[config.mk]
export PLATFORM = sky130hd
export DESIGN_NAME = pad_in_filter
export DESIGN_NICKNAME = d
export VERILOG_FILES = /design/src/rtl/pad_pkg.sv /design/src/rtl/pad_sync.sv /design/src/rtl/pad_in_filter.sv
export SDC_FILE = /design/constraint.sdc
export NUM_CORES = 1
export LEC_CHECK = 0
export ABC_AREA = 1
export CAP_MARGIN = 0
export CORE_ASPECT_RATIO = 1.1
export CORE_MARGIN = 3
export CORE_UTILIZATION = 40
export CTS_CLUSTER_DIAMETER = 200
export DETAILED_ROUTE_END_ITERATION = 6
export SETUP_SLACK_MARGIN = 0.02
export SYNTH_ARGS = -nofsm -noshare
export SYNTH_HDL_FRONTEND = slang
export SYNTH_HIERARCHICAL = 1
export SYNTH_SLANG_ARGS = --single-unit
[constraint.sdc]
create_clock -name CLK -period 2.76 [get_ports CLK]
set_clock_uncertainty 0.1 [all_clocks]
set_input_delay 0.276 -clock CLK [delete_from_list [all_inputs] [get_ports CLK]]
set_output_delay 0.276 -clock CLK [all_outputs]
set_load 0.05 [all_outputs]
[src/rtl/pad_pkg.sv]
// Shared definitions for the pad input filter: debounce FSM state encodings
// and interrupt-mode codes, plus small decode helpers for the mode field.
package pad_pkg;

    localparam int unsigned STATE_W    = 2;
    localparam int unsigned IRQ_MODE_W = 2;

    // Debounce FSM: two stable levels, each with a check state for the opposite level.
    typedef enum logic [STATE_W-1:0] {
        STABLE0 = 2'b00,
        CHECK1  = 2'b01,
        STABLE1 = 2'b10,
        CHECK0  = 2'b11
    } pad_state_e;

    // Interrupt source select codes.
    localparam logic [IRQ_MODE_W-1:0] IRQ_NONE = 2'b00;
    localparam logic [IRQ_MODE_W-1:0] IRQ_RISE = 2'b01;
    localparam logic [IRQ_MODE_W-1:0] IRQ_FALL = 2'b10;
    localparam logic [IRQ_MODE_W-1:0] IRQ_BOTH = 2'b11;

    // True when the mode lets an accepted rising change raise the interrupt.
    function automatic logic irq_on_rise(input logic [IRQ_MODE_W-1:0] mode);
        return (mode == IRQ_RISE) || (mode == IRQ_BOTH);
    endfunction

    // True when the mode lets an accepted falling change raise the interrupt.
    function automatic logic irq_on_fall(input logic [IRQ_MODE_W-1:0] mode);
        return (mode == IRQ_FALL) || (mode == IRQ_BOTH);
    endfunction

endpackage : pad_pkg

[src/rtl/pad_sync.sv]
// Multi-flop synchronizer for an asynchronous single-bit input.
// Ports:
//   CLK  - clock
//   RST  - synchronous active-high reset, clears every stage
//   D    - asynchronous input
//   Q    - synchronized output (last stage)
module pad_sync #(
    parameter int unsigned SYNC_STAGES = 2
) (
    input  logic CLK,
    input  logic RST,
    input  logic D,
    output logic Q
);

    logic [SYNC_STAGES-1:0] sync_q;
    logic [SYNC_STAGES-1:0] sync_d;

    // Shift the pad value in at bit 0; bit SYNC_STAGES-1 is the settled output.
    always_comb begin
        sync_d = {sync_q[SYNC_STAGES-2:0], D};
    end

    always_ff @(posedge CLK) begin
        if (RST) begin
            sync_q <= '0;
        end else begin
            sync_q <= sync_d;
        end
    end

    assign Q = sync_q[SYNC_STAGES-1];

endmodule : pad_sync

[src/rtl/pad_in_filter.sv]
// Pad input filter: synchronizes the pad receive value, debounces it with a
// programmable stability length, reports accepted edges and a sticky IRQ.
// Ports:
//   CLK       - clock
//   RST       - synchronous active-high reset
//   PAD_DOUT  - asynchronous receive value from the pad cell
//   EN        - filter enable; when low the level is frozen
//   DB_LEN    - extra stable cycles required before accepting a change
//   IRQ_MODE  - interrupt source: none / rise / fall / both
//   IRQ_CLR   - clear the sticky interrupt
//   LEVEL     - debounced level (registered)
//   RISE      - one-cycle pulse on accepted 0->1 (registered)
//   FALL      - one-cycle pulse on accepted 1->0 (registered)
//   IRQ       - sticky interrupt flag (registered)
module pad_in_filter
    import pad_pkg::*;
#(
    parameter int unsigned SYNC_STAGES = 2,
    parameter int unsigned CNT_W       = 8
) (
    input  logic             CLK,
    input  logic             RST,
    input  logic             PAD_DOUT,
    input  logic             EN,
    input  logic [CNT_W-1:0] DB_LEN,
    input  logic [1:0]       IRQ_MODE,
    input  logic             IRQ_CLR,
    output logic             LEVEL,
    output logic             RISE,
    output logic             FALL,
    output logic             IRQ
);

    logic s_sync;

    pad_state_e       state_q, state_d;
    logic [CNT_W-1:0] cnt_q,   cnt_d;
    logic             level_q, level_d;
    logic             rise_q,  rise_d;
    logic             fall_q,  fall_d;
    logic             irq_q,   irq_d;

    pad_sync #(
        .SYNC_STAGES (SYNC_STAGES)
    ) u_sync (
        .CLK (CLK),
        .RST (RST),
        .D   (PAD_DOUT),
        .Q   (s_sync)
    );

    // Next-state, counter and output decode for the debounce FSM.
    always_comb begin
        state_d = state_q;
        cnt_d   = cnt_q;
        level_d = level_q;
        rise_d  = 1'b0;
        fall_d  = 1'b0;

        if (!EN) begin
            // Park in the stable state that agrees with the held level.
            state_d = level_q ? STABLE1 : STABLE0;
            cnt_d   = '0;
        end else begin
            unique case (state_q)
                STABLE0: begin
                    if (s_sync) begin
                        state_d = CHECK1;
                        cnt_d   = '0;
                    end
                end
                CHECK1: begin
                    if (!s_sync) begin
                        state_d = STABLE0;
                        cnt_d   = '0;
                    end else if (cnt_q >= DB_LEN) begin
                        // DB_LEN is compared live so a shortened length takes effect at once.
                        state_d = STABLE1;
                        cnt_d   = '0;
                        level_d = 1'b1;
                        rise_d  = 1'b1;
                    end else begin
                        cnt_d = CNT_W'(cnt_q + CNT_W'(1));
                    end
                end
                STABLE1: begin
                    if (!s_sync) begin
                        state_d = CHECK0;
                        cnt_d   = '0;
                    end
                end
                CHECK0: begin
                    if (s_sync) begin
                        state_d = STABLE1;
                        cnt_d   = '0;
                    end else if (cnt_q >= DB_LEN) begin
                        state_d = STABLE0;
                        cnt_d   = '0;
                        level_d = 1'b0;
                        fall_d  = 1'b1;
                    end else begin
                        cnt_d = CNT_W'(cnt_q + CNT_W'(1));
                    end
                end
                default: begin
                    state_d = STABLE0;
                    cnt_d   = '0;
                end
            endcase
        end
    end

    // Sticky interrupt: a new set on the same edge as a clear wins.
    always_comb begin
        irq_d = irq_q;
        if (IRQ_CLR) begin
            irq_d = 1'b0;
        end
        if ((rise_d && irq_on_rise(IRQ_MODE)) || (fall_d && irq_on_fall(IRQ_MODE))) begin
            irq_d = 1'b1;
        end
    end

    always_ff @(posedge CLK) begin
        if (RST) begin
            state_q <= STABLE0;
            cnt_q   <= '0;
            level_q <= 1'b0;
            rise_q  <= 1'b0;
            fall_q  <= 1'b0;
            irq_q   <= 1'b0;
        end else begin
            state_q <= state_d;
            cnt_q   <= cnt_d;
            level_q <= level_d;
            rise_q  <= rise_d;
            fall_q  <= fall_d;
            irq_q   <= irq_d;
        end
    end

    assign LEVEL = level_q;
    assign RISE  = rise_q;
    assign FALL  = fall_q;
    assign IRQ   = irq_q;

endmodule : pad_in_filter

==> flow_metrics.py, run 1 <==
metrics = {
    "cells_and_area": {
        "syn_to_final_growth_pct": 26.4,
        "register_area_um2": 320,
        "multi_input_area_um2": 536,
        "layout-drive-gt1-share": 0.115,
        "nets": 182,
        "fillers": 217,
        "n_antenna_cell": 0,
    },
    "setup_path": {
        "timing.rr.end": "cnt_q[7]",
        "cp.depth": 1,
        "cp_num_buf_inv": 1,
        "cp_max_fo": 2,
        "cp_cell_sequence": "clkdlybuf4s50_1",
        "setup.worst_path.start": "IRQ",
        "slowest_stage": "clkdlybuf4s50_1",
        "critPathTopFamily": "buffers and inverters",
        "critPathMaxStageDelay_ps": 800,
        "startpoint_type": "flop",
        "critical_path_arrival_ps": 1450,
        "r2r_cells": 7,
        "path_class": "flop to output pin",
        "required_ps": 2380,
        "worst_setup_path_end_kind": "output pin",
        "regToRegStartpoint": "cnt_q[7]",
        "rrSetupSlack_ps": 1070,
    },
    "synthesis": {
        "synthFlopType": "dfxtp_1",
        "avgSynthCellArea_um2": 7.12,
        "synth_nets": 159,
        "netlist_area_um2": 961,
        "async_flop_share": 0,
        "yosysTopAreaCell": "dfxtp_1",
        "synth_warnings": 6,
        "ys_top_cells_by_area": "dfxtp_1, ha_1, nand2_1",
        "synth-seq-area-share": 0.333,
        "synth.distinct_cells": 27,
        "synthCells": 135,
        "synth.most_common_cell": "nand2_1",
        "ys_seq_elements": 16,
        "synth_edf_count": 0,
        "synth_top_area_frac": 0.333,
        "yosys-top-cells-count": "nand2_1, inv_1, nor2_1, dfxtp_1, ha_1",
    },
    "sta": {
        "worst_slack_ps": 937,
        "finalHoldViolCount": 0,
        "rsz0062_at_grt": "false",
        "min_period_ps": 1820,
        "max_freq_mhz": 549,
        "finalMaxSlewViolations": 0,
        "setup_viol_count_final": 0,
        "finalCritPeriodShare": 0.660,
        "finalSetupTns_ps": 0,
        "relSlewSlack": 0.669,
        "worst_pin_slew_ps": 495,
    },
    "power": {
        "total_power_mw": 0.443,
        "power_leakage_nw": 0.560,
        "powerDensity_nw_per_um2": 364,
        "ir_worst_vdd_mv": 0.275,
    },
    "clock_network": {
        "clk_transition_reported_paths_ps": 100,
        "numCtsBuffers": 3,
        "cts_resized": 0,
        "cts.sinks": 16,
        "root_buffer": "clkbuf_4",
        "cts_tree": "yes",
        "cts-hold-fix-buffers": 0,
        "post_cts_buffers": 0,
        "cts_buffer_depth": 2,
        "clkLatencyLatePin_ps": 290,
        "htree_levels": 1,
    },
    "route": {
        "drt_pass1_iterations": 4,
        "num_vias": 847,
        "totalWireLength_um": 1820,
        "drt-initial-drc-count": 14,
        "detail_route.vias_per_cell": 4.53,
        "route.detailed.drc": 0,
        "wire_per_inst_um": 9.73,
        "postRouteAntennaNets": 0,
    },
    "place": {
        "gp_congestion": 0.723,
        "port-buffer-count": 18,
        "pre_cts_slack_ps": 629,
        "dpl.hpwl_um": 1500,
    },
    "grt": {
        "antenna_found_initial": 0,
        "gr-usage-met2": 0.202,
        "grt_pass1_wl_um": 3010,
        "grt-busiest-layer": "met2",
        "grt.met1_usage": 0.175,
        "grt_pass1_vias": 738,
        "use_met3": 0.0157,
        "grt.total_usage": 0.130,
        "grt_max_degree": 10,
        "overflow": 0,
    },
    "worst_hold_path": {
        "worstHoldStart": "u_sync/sync_q[0]",
        "holdPathStages": 2,
        "hold_class": "flop to flop",
        "hold-path-endpoint": "u_sync/sync_q[1]",
    },
    "floorplan": {
        "dieHeight_um": 57.4,
        "dieArea_um2": 3030,
        "core_um2": 2270,
        "ioPinCount": 19,
        "initial_core_util": 0.422,
        "num_rows": 18,
        "fp.dieW_um": 52.7,
    },
    "outcome": {
        "outcome": "finished clean",
    },
    "run": {
        "drv_cap": 0,
    },
}
## placed cells by master, fill, tap and decap left out, drive strengths merged
cell,instances
nand3,6
nor2,19
ha,9
clkdlybuf4s50,18
nand3b,1
o21ai,2
inv,28
nand4,2
xnor2,1
dfxtp,16
o21bai,2
and3,2
clkbuf,4
a21oi,7
xor2,1
nand2,32
o21a,2
nor3,4
a21o,1
## layer usage
| layer | share of wire | routed length (µm) |
|---|---|---|
| met2 | 0.46 | 839 |
| met3 | 0.035 | 64 |
| met5 | 0 | 0 |
| met1 | 0.49 | 889 |
| met4 | 0.014 | 26 |
## cells by family after synthesis
kind of cell | Yosys count | share of synthesized area
AO/OA/AOI/OAI | 14 | 0.0937
buffers and inverters | 28 | 0.109
XOR/XNOR | 2 | 0.0182
adder cells (fa/ha/maj) | 9 | 0.117
AND/OR/NAND/NOR | 66 | 0.328
flip-flops | 16 | 0.333
## sequential cells by signal, indices dropped and copies added (netlist names), named ones only
name and cells:
FALL 1, IRQ 1, u_sync/sync_q 2, state_q 1, RISE 1, cnt_q 8
LEVEL 1
## layout make-up
type,instances,share of cell area
clock buffer,4,0.0299
inverter,28,0.0865
multi-input combinational,91,0.441
sequential,16,0.264
tap,30,0.0309
timing repair buffer,18,0.148
## worst max path at each step
| stage | end | slack, ps |
|---|---|---|
| final | IRQ | 940 |
| after global routing | flop | 810 |
| after CTS | IRQ | 920 |
| after detailed placement | cnt_q[3] | 630 |
| after global placement | cnt_q[7] | 680 |
| after floorplan | cnt_q[7] | 1290 |
## where the power goes
part	total (mW)	switching (mW)	leakage, nW	internal, mW
registers	0.234	0.00106	0.129	0.233
clock network	0.162	0.0813	0.0210	0.0804
logic	0.0474	0.0216	0.409	0.0259
## per-stage QoR
| stage | utilization | hold slack, ps | instance area [µm²] | cells |
|---|---|---|---|---|
| detailed placement | 0.518 | 302 | 1180 | 183 |
| global route | 0.534 | 330 | 1210 | 187 |
| finish | 0.534 | 311 | 1210 | 187 |
| global placement | 0.518 | 295 | 1180 | 183 |
| CTS | 0.534 | 314 | 1210 | 187 |
| floorplan | - | 245 | 961 | 135 |
Power figures use the tool's default switching activity.
==> run 2: changes to the inputs <==
==> constraint.sdc (replaced) <==
create_clock -name CLK -period 1.7 [get_ports CLK]
set_clock_uncertainty 0.1 [all_clocks]
set_input_delay 0.17 -clock CLK [delete_from_list [all_inputs] [get_ports CLK]]
set_output_delay 0.17 -clock CLK [all_outputs]
set_load 0.05 [all_outputs]
==> flow_metrics.py, run 2 (synthesized netlist as in run 1, its figures left out) <==
metrics = {
    "outcome": {
        "outcome": "finished clean",
    },
    "power": {
        "p_comb_frac": 0.136,
        "powerDensity_nw_per_um2": 523,
        "power_leakage_nw": 0.646,
        "netSwitchingFraction": 0.240,
        "clockPowerShare": 0.351,
        "seqPwrFrac": 0.513,
        "p_int_mw": 0.561,
        "ir_worst_vdd_mv": 0.332,
        "p_switching_mw": 0.178,
    },
    "place": {
        "gp_congestion": 0.709,
        "port-buffer-count": 18,
        "pre_cts_slack_ps": -310,
        "dpl.hpwl_um": 1530,
        "placed_cells": 187,
    },
    "setup_path": {
        "startpoint_type": "input pin",
        "slowest_stage": "clkdlybuf4s50_1",
        "cp_cell_sequence": "clkdlybuf4s50_1, ha_4, nand2_4, nor2_4, nor2_2, nand2_1, nand2_2, nand3_4, nand2_4, nand2_4, nor3_2",
        "required_ps": 1830,
        "cpMostUsedCell": "nand2_4",
        "critPathTopFamily": "simple AND/OR/NAND/NOR gates",
        "worst_setup_path_end_kind": "flop",
        "critPathMaxStageDelay_ps": 510,
        "critical_path_arrival_ps": 1750,
        "cp_num_buf_inv": 1,
        "path_class": "input pin to flop",
        "cp_max_fo": 6,
    },
    "sta": {
        "finalCritPeriodShare": 0.954,
        "finalHoldViolCount": 0,
        "relSlewSlack": 0.667,
        "finalMaxSlewViolations": 0,
        "max_freq_mhz": 617,
        "setup_viol_count_final": 0,
        "worst_pin_slew_ps": 499,
        "min_period_ps": 1620,
        "worst_slack_ps": 78.4,
        "rsz0062_at_grt": "true",
    },
    "route": {
        "wl_met1_um": 903,
        "num_vias": 900,
        "top_layer": "met4",
        "wire_per_inst_um": 10.3,
        "totalWireLength_um": 2010,
        "route.detailed.drc": 0,
        "routed-wl-met3_um": 65,
        "drt_pass1_iterations": 4,
        "dr_wl_met2_um": 989,
        "detail_route.vias_per_cell": 4.64,
        "postRouteAntennaNets": 0,
        "drt-initial-drc-count": 15,
    },
    "clock_network": {
        "root_buffer": "clkbuf_4",
        "clk_transition_reported_paths_ps": 100,
        "clkLatencyLatePin_ps": 290,
        "cts_buffer_depth": 2,
        "htree_levels": 1,
        "cts.sinks": 16,
        "numCtsBuffers": 3,
        "cts_tree": "yes",
    },
    "grt": {
        "antenna_found_initial": 0,
        "grt_max_degree": 10,
        "grt.total_usage": 0.144,
        "overflow": 0,
        "grt_pass1_vias": 852,
        "grt_pass1_wl_um": 3340,
    },
    "run": {
        "drv_cap": 0,
    },
    "worst_hold_path": {
        "hold_class": "input pin to flop",
    },
    "cells_and_area": {
        "layout-drive-gt1-share": 0.335,
        "final_cell_mix": "inv_1, nand2_1, nor2_1, clkdlybuf4s50_1",
        "fillers": 208,
        "n_antenna_cell": 0,
        "syn_to_final_growth_pct": 47.0,
        "top_regs": "cnt_q (8), u_sync/sync_q (2)",
        "top_register": "cnt_q",
        "finalNonFillerCells": 194,
        "nets": 189,
        "largest_reg_flops": 8,
        "final_common_cell": "inv_1",
    },
    "floorplan": {
        "initial_core_util": 0.422,
        "dieArea_um2": 3030,
        "dieHeight_um": 57.4,
        "core_um2": 2270,
        "num_rows": 18,
        "fp.dieW_um": 52.7,
        "ioPinCount": 19,
    },
}
[run 2: area by class of cell]
cell class | count | area, µm² | share of cell area
inverter | 28 | 105 | 0.0744
multi-input combinational | 91 | 676 | 0.478
tap | 30 | 37.5 | 0.0266
sequential | 16 | 328 | 0.232
timing repair buffer | 25 | 230 | 0.163
clock buffer | 4 | 36.3 | 0.0257
[run 2: power groups by stage]
| stage | clock, mW | sequential [mW] | combinational, mW |
|---|---|---|---|
| 2_1_floorplan | 0 | 0.387 | 0.0361 |
| 3_3_place_gp | 0 | 0.388 | 0.0781 |
| 3_5_place_dp | 0 | 0.388 | 0.0807 |
| 4_1_cts | 0.267 | 0.379 | 0.0815 |
| 5_1_grt | 0.283 | 0.380 | 0.111 |
| 6_report | 0.259 | 0.379 | 0.100 |
[run 2: worst paths after layout]
path / startpoint / endpoint / slack (ps) / cells after the start
worst max-delay path: DB_LEN[0] / cnt_q[6] / 80 / 11
worst max register to register: cnt_q[3] / cnt_q[6] / 80 / 10
worst min-delay path: PAD_DOUT / u_sync/sync_q[0] / 300 / 3
worst min register to register: u_sync/sync_q[0] / u_sync/sync_q[1] / 320 / 2
[run 2: layer usage]
metal  global-route usage  vias up
met5                    0        -
met2                0.234       14
met1                0.183      404
met3               0.0157        5
met4               0.0766        0
li1                     -      477
[run 2: worst register-to-register path, cell delays in order, from the launching register on]
cell and delay [ps]:
dfxtp_2 380, ha_4 220, nand2_4 80, nor2_4 40
nor2_2 90, nand2_1 70, nand2_2 100, nand3_4 130
nand2_4 100, nand2_4 80, nor3_2 180
[run 2: metrics by stage]
| stage | area, µm² | utilization | power (mW) | TNS (ps) | hold WS, ps |
|---|---|---|---|---|---|
| floorplan | 961 | - | 0.424 | 0 | 139 |
| global placement | 1200 | 0.528 | 0.466 | -3030 | 295 |
| detailed placement | 1200 | 0.528 | 0.468 | -3580 | 302 |
| CTS | 1250 | 0.551 | 0.727 | 0 | 297 |
| global route | 1410 | 0.621 | 0.774 | -18.6 | 298 |
| finish | 1410 | 0.621 | 0.739 | 0 | 297 |
[run 2: timing repair]
item | in CTS | in global routing
setup endpoints to repair | 9 | 12
hold buffers | 0 | 0
buffers inserted | 0 | 3
resized for setup | 5 | 30
pin swaps | 1 | 11
hold endpoints to repair | 0 | 0
cloned | 0 | 0
